### config.mk
export PLATFORM = sky130hd
export DESIGN_NAME = conv_same_seq_flat
export DESIGN_NICKNAME = d
export VERILOG_FILES = /design/src/rtl/conv_same_seq_if.sv /design/src/rtl/conv_same_seq.sv /design/src/flat_wrapper.sv
export SDC_FILE = /design/constraint.sdc
export NUM_CORES = 1
export LEC_CHECK = 0
export CORE_MARGIN = 1
export CORE_UTILIZATION = 53
export DETAILED_ROUTE_END_ITERATION = 6
export PLACE_DENSITY = 0.76
export RECOVER_POWER = 25
export SETUP_SLACK_MARGIN = 0.02
export SLEW_MARGIN = 20
export SYNTH_ARGS = -nofsm -noshare
export SYNTH_HDL_FRONTEND = slang
export SYNTH_SLANG_ARGS = --single-unit
### constraint.sdc
create_clock -name clk_i -period 3.7 [get_ports clk_i]
set_input_delay 0.74 -clock clk_i [delete_from_list [all_inputs] [get_ports clk_i]]
set_output_delay 0.74 -clock clk_i [all_outputs]
set_load 0.02 [all_outputs]
### src/rtl/conv_same_seq_if.sv
// Config and memory/MAC handshake bundle for conv_same_seq.
// mode exists only when CONV_FULL_MODE_EN is defined.
interface conv_same_seq_if;
  logic       start;
  logic [4:0] size_x;
  logic [4:0] size_y;
`ifdef CONV_FULL_MODE_EN
  logic       mode;
`endif
  logic       rd_en;
  logic [4:0] addr_x;
  logic [4:0] addr_y;
  logic       acc_ld;
  logic       acc_en;
  logic       wr_en;
  logic [5:0] addr_z;
  logic       busy;
  logic       done;

  modport master (
`ifdef CONV_FULL_MODE_EN
    output mode,
`endif
    output start, size_x, size_y,
    input  rd_en, addr_x, addr_y, acc_ld, acc_en, wr_en, addr_z, busy, done
  );

  modport slave (
`ifdef CONV_FULL_MODE_EN
    input  mode,
`endif
    input  start, size_x, size_y,
    output rd_en, addr_x, addr_y, acc_ld, acc_en, wr_en, addr_z, busy, done
  );
endinterface

### src/rtl/conv_same_seq.sv
// Address/control sequencer for a 1-D "same" convolution (one tap per cycle).
// Define CONV_FULL_MODE_EN to add a latched mode bit selecting full convolution.
module conv_same_seq #(
  parameter int unsigned MEM_LAT = 1
) (
  input logic            clk_i,
  input logic            rst_n_i,
  conv_same_seq_if.slave bus
);

  localparam int unsigned SW = 9;  // per-stage {en, ld, last, n[5:0]}
  localparam int unsigned PW = SW * MEM_LAT;

  typedef enum logic [2:0] {StIdle, StLoad, StRun, StDrain, StFin} state_e;

  state_e     state_q, state_d;
  logic [4:0] nx_q, nx_d, ny_q, ny_d;
  logic [5:0] n_q, n_d, last_n_q, last_n_d;
  logic [6:0] m_q, m_d, k_q, k_d, kmin_q, kmin_d, kmax_q, kmax_d;
  logic [2:0] cnt_q, cnt_d;
  logic       busy_q, busy_d, done_q, done_d, rd_en_q, rd_en_d;
  logic [4:0] addr_x_q, addr_x_d, addr_y_q, addr_y_d;
  logic       wr_en_q;
  logic [5:0] addr_z_q;
  logic [PW-1:0] pipe_q;
  logic [SW-1:0] stage_in, stage_out;
  logic [6:0] c_w, m_new, lo_w, hi_w;
`ifdef CONV_FULL_MODE_EN
  logic       mode_q, mode_d;
`endif

  // Lowest k whose sample index m-k still lies inside x.
  function automatic logic [6:0] lo_tap(input logic [6:0] m, input logic [4:0] nx);
    logic [6:0] top;
    top = {2'b00, nx} - 7'd1;
    return (m > top) ? m - top : 7'd0;
  endfunction

  function automatic logic [6:0] hi_tap(input logic [6:0] m, input logic [4:0] ny);
    logic [6:0] top;
    top = {2'b00, ny} - 7'd1;
    return (m < top) ? m : top;
  endfunction

`ifdef CONV_FULL_MODE_EN
  assign c_w = mode_q ? 7'd0 : (({2'b00, ny_q} - 7'd1) >> 1);
`else
  assign c_w = ({2'b00, ny_q} - 7'd1) >> 1;
`endif
  assign m_new = (state_q == StLoad) ? c_w : m_q + 7'd1;
  assign lo_w  = lo_tap(m_new, nx_q);
  assign hi_w  = hi_tap(m_new, ny_q);

  always_comb begin
    state_d  = state_q;
    nx_d     = nx_q;
    ny_d     = ny_q;
    n_d      = n_q;
    last_n_d = last_n_q;
    m_d      = m_q;
    k_d      = k_q;
    kmin_d   = kmin_q;
    kmax_d   = kmax_q;
    cnt_d    = cnt_q;
    busy_d   = busy_q;
    rd_en_d  = rd_en_q;
    done_d   = 1'b0;
`ifdef CONV_FULL_MODE_EN
    mode_d   = mode_q;
`endif
    unique case (state_q)
      StIdle: begin
        if (bus.start) begin
          nx_d   = bus.size_x;
          ny_d   = bus.size_y;
          busy_d = 1'b1;
`ifdef CONV_FULL_MODE_EN
          mode_d = bus.mode;
`endif
          state_d = (bus.size_x == 5'd0 || bus.size_y == 5'd0) ? StFin : StLoad;
        end
      end
      StLoad: begin
        n_d      = 6'd0;
        m_d      = m_new;
        kmin_d   = lo_w;
        kmax_d   = hi_w;
        k_d      = lo_w;
        rd_en_d  = 1'b1;
        last_n_d = {1'b0, nx_q} - 6'd1;
`ifdef CONV_FULL_MODE_EN
        if (mode_q) last_n_d = {1'b0, nx_q} + {1'b0, ny_q} - 6'd2;
`endif
        state_d  = StRun;
      end
      StRun: begin
        if (k_q == kmax_q) begin
          if (n_q == last_n_q) begin
            rd_en_d = 1'b0;
            cnt_d   = 3'd0;
            state_d = StDrain;
          end else begin
            // Next output's first tap follows immediately.
            n_d    = n_q + 6'd1;
            m_d    = m_new;
            kmin_d = lo_w;
            kmax_d = hi_w;
            k_d    = lo_w;
          end
        end else begin
          k_d = k_q + 7'd1;
        end
      end
      StDrain: begin
        if (cnt_q == 3'(MEM_LAT - 1)) state_d = StFin;
        else cnt_d = cnt_q + 3'd1;
      end
      StFin: begin
        busy_d  = 1'b0;
        done_d  = 1'b1;
        state_d = StIdle;
      end
      default: state_d = StIdle;
    endcase
    addr_x_d = 5'(m_d - k_d);
    addr_y_d = k_d[4:0];
  end

  always_ff @(posedge clk_i or negedge rst_n_i) begin
    if (!rst_n_i) begin
      state_q  <= StIdle;
      nx_q     <= '0;
      ny_q     <= '0;
      n_q      <= '0;
      last_n_q <= '0;
      m_q      <= '0;
      k_q      <= '0;
      kmin_q   <= '0;
      kmax_q   <= '0;
      cnt_q    <= '0;
      busy_q   <= 1'b0;
      done_q   <= 1'b0;
      rd_en_q  <= 1'b0;
      addr_x_q <= '0;
      addr_y_q <= '0;
`ifdef CONV_FULL_MODE_EN
      mode_q   <= 1'b0;
`endif
    end else begin
      state_q  <= state_d;
      nx_q     <= nx_d;
      ny_q     <= ny_d;
      n_q      <= n_d;
      last_n_q <= last_n_d;
      m_q      <= m_d;
      k_q      <= k_d;
      kmin_q   <= kmin_d;
      kmax_q   <= kmax_d;
      cnt_q    <= cnt_d;
      busy_q   <= busy_d;
      done_q   <= done_d;
      rd_en_q  <= rd_en_d;
      addr_x_q <= addr_x_d;
      addr_y_q <= addr_y_d;
`ifdef CONV_FULL_MODE_EN
      mode_q   <= mode_d;
`endif
    end
  end

  // Tap tags travel alongside the memory read so they meet the data at the MAC.
  assign stage_in  = {rd_en_q, rd_en_q & (k_q == kmin_q), rd_en_q & (k_q == kmax_q), n_q};
  assign stage_out = pipe_q[PW-1 -: SW];

  always_ff @(posedge clk_i or negedge rst_n_i) begin
    if (!rst_n_i) begin
      pipe_q   <= '0;
      wr_en_q  <= 1'b0;
      addr_z_q <= '0;
    end else begin
      pipe_q  <= PW'({pipe_q, stage_in});
      wr_en_q <= stage_out[8] & stage_out[6];
      if (stage_out[8] && stage_out[6]) addr_z_q <= stage_out[5:0];
    end
  end

  assign bus.rd_en  = rd_en_q;
  assign bus.addr_x = addr_x_q;
  assign bus.addr_y = addr_y_q;
  assign bus.acc_en = stage_out[8];
  assign bus.acc_ld = stage_out[7];
  assign bus.wr_en  = wr_en_q;
  assign bus.addr_z = addr_z_q;
  assign bus.busy   = busy_q;
  assign bus.done   = done_q;

endmodule

### src/flat_wrapper.sv
// flat-port wrapper written by rule: the top's interface ports become plain ports
module conv_same_seq_flat 
#(
  parameter int unsigned MEM_LAT = 1
)
  (clk_i, rst_n_i, bus_start, bus_size_x, bus_size_y, bus_rd_en, bus_addr_x, bus_addr_y, bus_acc_ld, bus_acc_en, bus_wr_en, bus_addr_z, bus_busy, bus_done);
  conv_same_seq_if bus_i ();
  input logic clk_i;
  input logic rst_n_i;
  input wire logic [$bits(bus_i.start)-1:0] bus_start;
  input wire logic [$bits(bus_i.size_x)-1:0] bus_size_x;
  input wire logic [$bits(bus_i.size_y)-1:0] bus_size_y;
  output wire logic [$bits(bus_i.rd_en)-1:0] bus_rd_en;
  output wire logic [$bits(bus_i.addr_x)-1:0] bus_addr_x;
  output wire logic [$bits(bus_i.addr_y)-1:0] bus_addr_y;
  output wire logic [$bits(bus_i.acc_ld)-1:0] bus_acc_ld;
  output wire logic [$bits(bus_i.acc_en)-1:0] bus_acc_en;
  output wire logic [$bits(bus_i.wr_en)-1:0] bus_wr_en;
  output wire logic [$bits(bus_i.addr_z)-1:0] bus_addr_z;
  output wire logic [$bits(bus_i.busy)-1:0] bus_busy;
  output wire logic [$bits(bus_i.done)-1:0] bus_done;
  assign bus_i.start = bus_start;
  assign bus_i.size_x = bus_size_x;
  assign bus_i.size_y = bus_size_y;
  assign bus_rd_en = bus_i.rd_en;
  assign bus_addr_x = bus_i.addr_x;
  assign bus_addr_y = bus_i.addr_y;
  assign bus_acc_ld = bus_i.acc_ld;
  assign bus_acc_en = bus_i.acc_en;
  assign bus_wr_en = bus_i.wr_en;
  assign bus_addr_z = bus_i.addr_z;
  assign bus_busy = bus_i.busy;
  assign bus_done = bus_i.done;
  conv_same_seq #(.MEM_LAT(MEM_LAT)) u_core (.clk_i(clk_i), .rst_n_i(rst_n_i), .bus(bus_i));
endmodule
; Word level (Yosys, flattened, before mapping)
; Cells that the tools add are included.
[classes]
reduce_logical = 15
bitwise_logic = 3
n_addsub = 9
magnitude_cmp = 2
n_eq_ne = 13
muxes = 34
[op_table]
columns = op, n
row1 = 7-bit 2-to-1 mux, 11
row2 = 7-bit case mux with 2 select lines, 4
row3 = 3-bit 2-to-1 mux, 8
row4 = 5-bit by 1-bit subtractor with 6-bit output (second input constant), 3
row5 = 7-bit by 1-bit adder with 7-bit output (second input constant), 2
row6 = 7-bit == test, 2
row7 = 6-bit 2-to-1 mux, 2
row8 = 3-bit case mux with 4 select lines, 1
row9 = 6-bit case mux with 2 select lines, 1
row10 = 5-bit zero test, 2
row11 = 4-bit AND reduction, 2
row12 = 7-bit > comparator, 1
row13 = 7-bit < comparator, 1
row14 = 7-bit subtractor, 1
row15 = 6-bit by 1-bit adder with 6-bit output (second input constant), 1
row16 = 3-bit by 2-bit == test with 1-bit output (second input constant), 2
row17 = 6-bit == test, 1
row18 = 3-bit zero test, 2
row19 = 2-bit by 1-bit inequality test with 1-bit output (second input constant), 3
row20 = 2-bit inequality test (second input constant), 3
row21 = 3-bit case mux with 2 select lines, 1
row22 = 3-bit AND reduction, 2
row23 = 2-bit nonzero test, 3
row24 = 5-bit subtractor, 1
row25 = 9 further kinds, 16
[word_totals]
in_bits = 13
word_cells = 94
regBits = 85
out_inout_bits = 22

; Longest topological paths before layout
[depth]
ltp_word = 8
depth_mapped = 20
ltp_nobuf = 19

; Least setup slack after synthesis
; Ideal clock, no wire load.
[synth_path]
path_kind = register to register
from = reg u_core.state_q[2]
to = reg u_core.addr_x_q[4], in the netlist u_core.bus.addr_x[4]
path_buffers = 3
synth_period_minus_slack_ps = 3860
arrival_time_ps = 3724
slack_ps = -160
t_required_ps = 3565
setup_ps = 135
stages_incl_launch_ff = 20
cell_sequence = dfrtp_1 -> buf_2 -> or3b_1 -> clkbuf_1 -> clkbuf_1 -> a21oi_1 -> inv_1 -> ha_1 -> nand3b_1 -> a21oi_1 -> o21bai_1 -> o21ai_0 -> o211ai_1 -> o211ai_1 -> ha_1 -> inv_1 -> fa_1 -> a21o_1 -> a21oi_1 -> xor3_1
[synth_between]
elab_chain_cells = 8
elab_cells_between_ends = 13
cone_classes = 2 x add/sub / 1 x order compare / 2 x eq/ne / 8 x mux
[synth_lines]
columns = element, line
row1 = start: declaration, conv_same_seq.sv:16  ; state_e state_q, state_d;
row2 = start signal: assignment, conv_same_seq.sv:131  ; state_q <= StIdle;
row3 = start signal: assignment, conv_same_seq.sv:150  ; state_q <= state_d;
row4 = 3-bit by 1-bit == test with 1-bit output, "conv_same_seq.sv:50, conv_same_seq.sv:71"
row5 = 7-bit 2-to-1 mux, conv_same_seq.sv:50  ; assign m_new = (state_q == StLoad) ? c_w : m_q + 7'd1;
row6 = 7-bit subtractor or 7-bit > comparator (tied branches), conv_same_seq.sv:36  ; return (m > top) ? m - top : 7'd0;
row7 = 7-bit 2-to-1 mux, conv_same_seq.sv:36
row8 = 7-bit 2-to-1 mux, conv_same_seq.sv:98  ; if (n_q == last_n_q) begin
row9 = 7-bit 2-to-1 mux, conv_same_seq.sv:97  ; if (k_q == kmax_q) begin
row10 = 7-bit case mux with 2 select lines *, conv_same_seq.sv:71  ; unique case (state_q)
row11 = net u_core.k_d[0], conv_same_seq.sv:19  ; logic [6:0] m_q, m_d, k_q, k_d, kmin_q, kmin_d, kmax_q, kmax_d;
row12 = 5-bit subtractor *, conv_same_seq.sv:125  ; addr_x_d = 5'(m_d - k_d);
row13 = net u_core.addr_x_d[4], conv_same_seq.sv:22  ; logic [4:0] addr_x_q, addr_x_d, addr_y_q, addr_y_d;
row14 = end signal: assignment, conv_same_seq.sv:163  ; addr_x_q <= addr_x_d;
row15 = end: declaration, conv_same_seq.sv:22
; The timed path passes the listed nets; every way through them passes the cells marked *.
; A chain may end at the register's enable or synchronous reset.

; Worst setup path in the final report
[layout_path]
from = reg u_core.state_q[1]
to = reg u_core.addr_x_q[4], in the netlist u_core.bus.addr_x[4]
; Same word-level chain as after synthesis.

==> metrics.txt <==
worst r2r src u_core.state_q[1]$_DFFE_PN0P_; RSZ-0062 raised after global routing yes; # setup viols final 0; Core ar. 8260 um^2; fraction of layout cells with a size suffix above 1 between 20 and 30%; Warnings, synthesis 0; PortBufs 34; status finished with violations; Post-route DRC 0; Slew @ Worst Pin 1540 ps; first-pass GRT wire length 18100 um; WL/cell 17.1 um; clk buf depth 2; main area contributors after synthesis dfrtp_1, ha_1, xnor2_1, nand2_1, a21oi_1; worst min-delay path category reg -> reg; Worst slew margin -2.56%; Worst setup endpoint u_core.bus.addr_x[4]$_DFF_PN0_; crit path kind reg -> reg; Max Cap Viol 1; worst path cell trace or3b_4 -> buf_12 -> mux2i_2 -> ha_1 -> nand4_1 -> buf_4 -> a21oi_4 -> o21bai_4 -> o21ai_2 -> o211ai_1 -> o211ai_1 -> ha_2 -> inv_2 -> fa_2 -> a21o_1 -> a21oi_2 -> xor3_1; HP Start u_core.n_q[5]$_DFFE_PN0P_; worst vdd rail ir drop 0.000861 V; post-synth top area share 44.1%; #FFs+latches synth 80; Antenna Cells 0; Max Slew Vio Count 31; Worst Setup End Kind flop; Reg-to-Reg End u_core.bus.addr_x[4]$_DFF_PN0_; die width 94.6 um; Power, Total 6.33 mW; count of final hold-check violations 0; EDFF count, synth 0; leak pwr between 2 and 3 nW; Gate Count Post-Synth approximately 450; Post-layout nets 584; io pins 35; post-route ant nets 0; crit path launch u_core.state_q[1]$_DFFE_PN0P_; slowest cell on the critical path or3b_4; Global Route Usage Sum a little over a quarter; DR vias/cell 5.76; routability congestion estimate 0.964; Worst Path Max Fanout 6; Worst-path clk slew 80 ps; vias in the first global route 3686; biggest area consumer among synthesized cells dfrtp_1; Worst-Skew Late Latency 370 ps; effective utilization at floorplan 55.0%; Pre-Repair DR Iteration Count 4; startpoint types flop; initial antenna violation count 0; post-route cell area between 5000 and 6000 um^2; Layout Skew 13.5 ps; die area 8950 um^2; FMAX 0.278 GHz; Period Utilization, post-route 97.3%; syn_area_per_cell roughly 10 um^2; Critical Path AT 3850 ps; final hold slack 457 ps; WP data required between 3000 and 4000 ps; DIE HEIGHT 94.6 um; WP buf/inv 3; min Tclk post-route 3600 ps; # rows 33; Max H-tree Level 3; Synth cell types 56; Hold Crit Depth 0; post-synthesis sequential area ratio 44.1%; PwrDens 1100 nW/um^2; cts bufs inserted 9; CTS Sinks 80; CTS tree built; DP Area between 5000 and 6000 um^2; routed wire length 11200 um; clk root buf clkbuf_8; initial DRC count between 200 and 250; CP delay by family, top compound AO/OA/AOI/OAI gates; Synth-to-Final Area Change 27.3%; Most used DFF post-synth dfrtp_1; R2R setup slack 100 ps; hold_buf cts 0; largest net degree at the start of global routing 81; Netlist Area Pre-Place 4540 um^2; worst stage delay on the critical path around 440 ps; CP most frequent cell o211ai_1; asr flop ratio synth 100%; Layout Utilization 70.0%; pre-CTS setup slack -88.6 ps; DR vias between 3k and 4k; violated checks max-capacitance violations, max-slew violations; dpl hpwl 8070 um; Stages on worst setup path 17; Mapped Nets 493; grt total ovfl 0; Final Worst Setup Slack 98.1 ps; R2R depth 17
-- stage by stage --
| stage | setup TNS [ps] | cells |
|---|---|---|
| 2_1_floorplan | 0 | 454 |
| 3_3_place_gp | 0 | 627 |
| 3_5_place_dp | -88.6 | 627 |
| 4_1_cts | 0 | 647 |
| 5_1_grt | -143 | 655 |
| 6_report | 0 | 655 |
-- power by group --
| part | internal [mW] | switching (mW) | total (mW) |
|---|---|---|---|
| combinational | 2.08 | 2.15 | 4.23 |
| sequential | 1.17 | 0.262 | 1.43 |
| clock | 0.350 | 0.326 | 0.676 |
| total | 3.60 | 2.74 | 6.33 |
-- cells by family after synthesis --
group / Yosys count / synth area share (%)
flip-flops: 80 / 44.1
buffers and inverters: 38 / 3.99
adder cells (fa/ha/maj): 26 / 7.49
multiplexers: 15 / 3.74
AND/OR/NAND/NOR: 143 / 16.4
AO/OA/AOI/OAI: 111 / 16.1
XOR/XNOR: 41 / 8.23
-- worst min-delay path by stage --
| stage | to |
|---|---|
| floorplan | u_core.pipe_q[5]$_DFF_PN0_ |
| global placement | u_core.pipe_q[5]$_DFF_PN0_ |
| detailed placement | u_core.pipe_q[5]$_DFF_PN0_ |
| CTS | u_core.pipe_q[5]$_DFF_PN0_ |
| global route | u_core.pipe_q[5]$_DFF_PN0_ |
| finish | u_core.pipe_q[5]$_DFF_PN0_ |
-- layout make-up --
cell class,instances,area [um^2]
multi-input combinational,336,2520
timing repair buffer,100,852
clock buffer,12,155
tap,105,131
fill,624,2470
inverter,18,67.6
clock inverter,4,51.3
sequential,80,2000
-- sequential cells by signal, indices dropped and copies added (netlist names), 3 cells and up --
register	count
u_core.kmin_q	7
u_core.n_q	6
u_core.ny_q	5
u_core.m_q	7
u_core.k_q	7
u_core.nx_q	5
u_core.state_q	3
u_core.pipe_q	9
u_core.bus.addr_z	6
u_core.bus.addr_x	5
u_core.cnt_q	3
u_core.kmax_q	7
u_core.last_n_q	6
-- synthesized netlist by cell type (6+ instances only) --
library cell,count
a31oi_1,6
xor2_1,15
nand4_1,9
nand3_1,10
nand2_1,45
buf_4,8
a21oi_1,30
o21ai_0,26
nor2_1,33
nor3_1,7
mux2_2,12
ha_1,24
nor3b_1,6
xnor2_1,25
dfrtp_1,80
a21o_1,13
buf_2,7
inv_1,18
-- layout by cell type (no fill, tap or decap), drive strengths merged, types with 5 or more instances in the layout --
cell type      count
a21o              13
a21oi             31
a31oi              6
and3               5
buf               65
clkbuf            14
clkdlybuf4s50     33
dfrtp             80
ha                24
inv               19
mux2              13
nand2             45
nand2b             5
nand3             10
nand4              9
nor2              33
nor3               8
nor3b              8
o21ai             27
or2                5
xnor2             25
xor2              15
-- metal layers --
metal	global-route usage [%]	share of wire, %	up-vias
met5	0	0	-
met4	15.5	4.1	0
met3	4.35	4.6	36
met2	44.6	48	105
met1	34.2	43	1842
li1	-	-	1793
-- what timing repair did --
item,CTS,global route
endpoints found under the setup margin,2,3
cloned,0,0
pin swaps,8,13
endpoints found under the hold margin,0,0
buffers inserted,4,7
gates resized for setup,14,23
No activity file was read; power rests on OpenSTA's default activity.
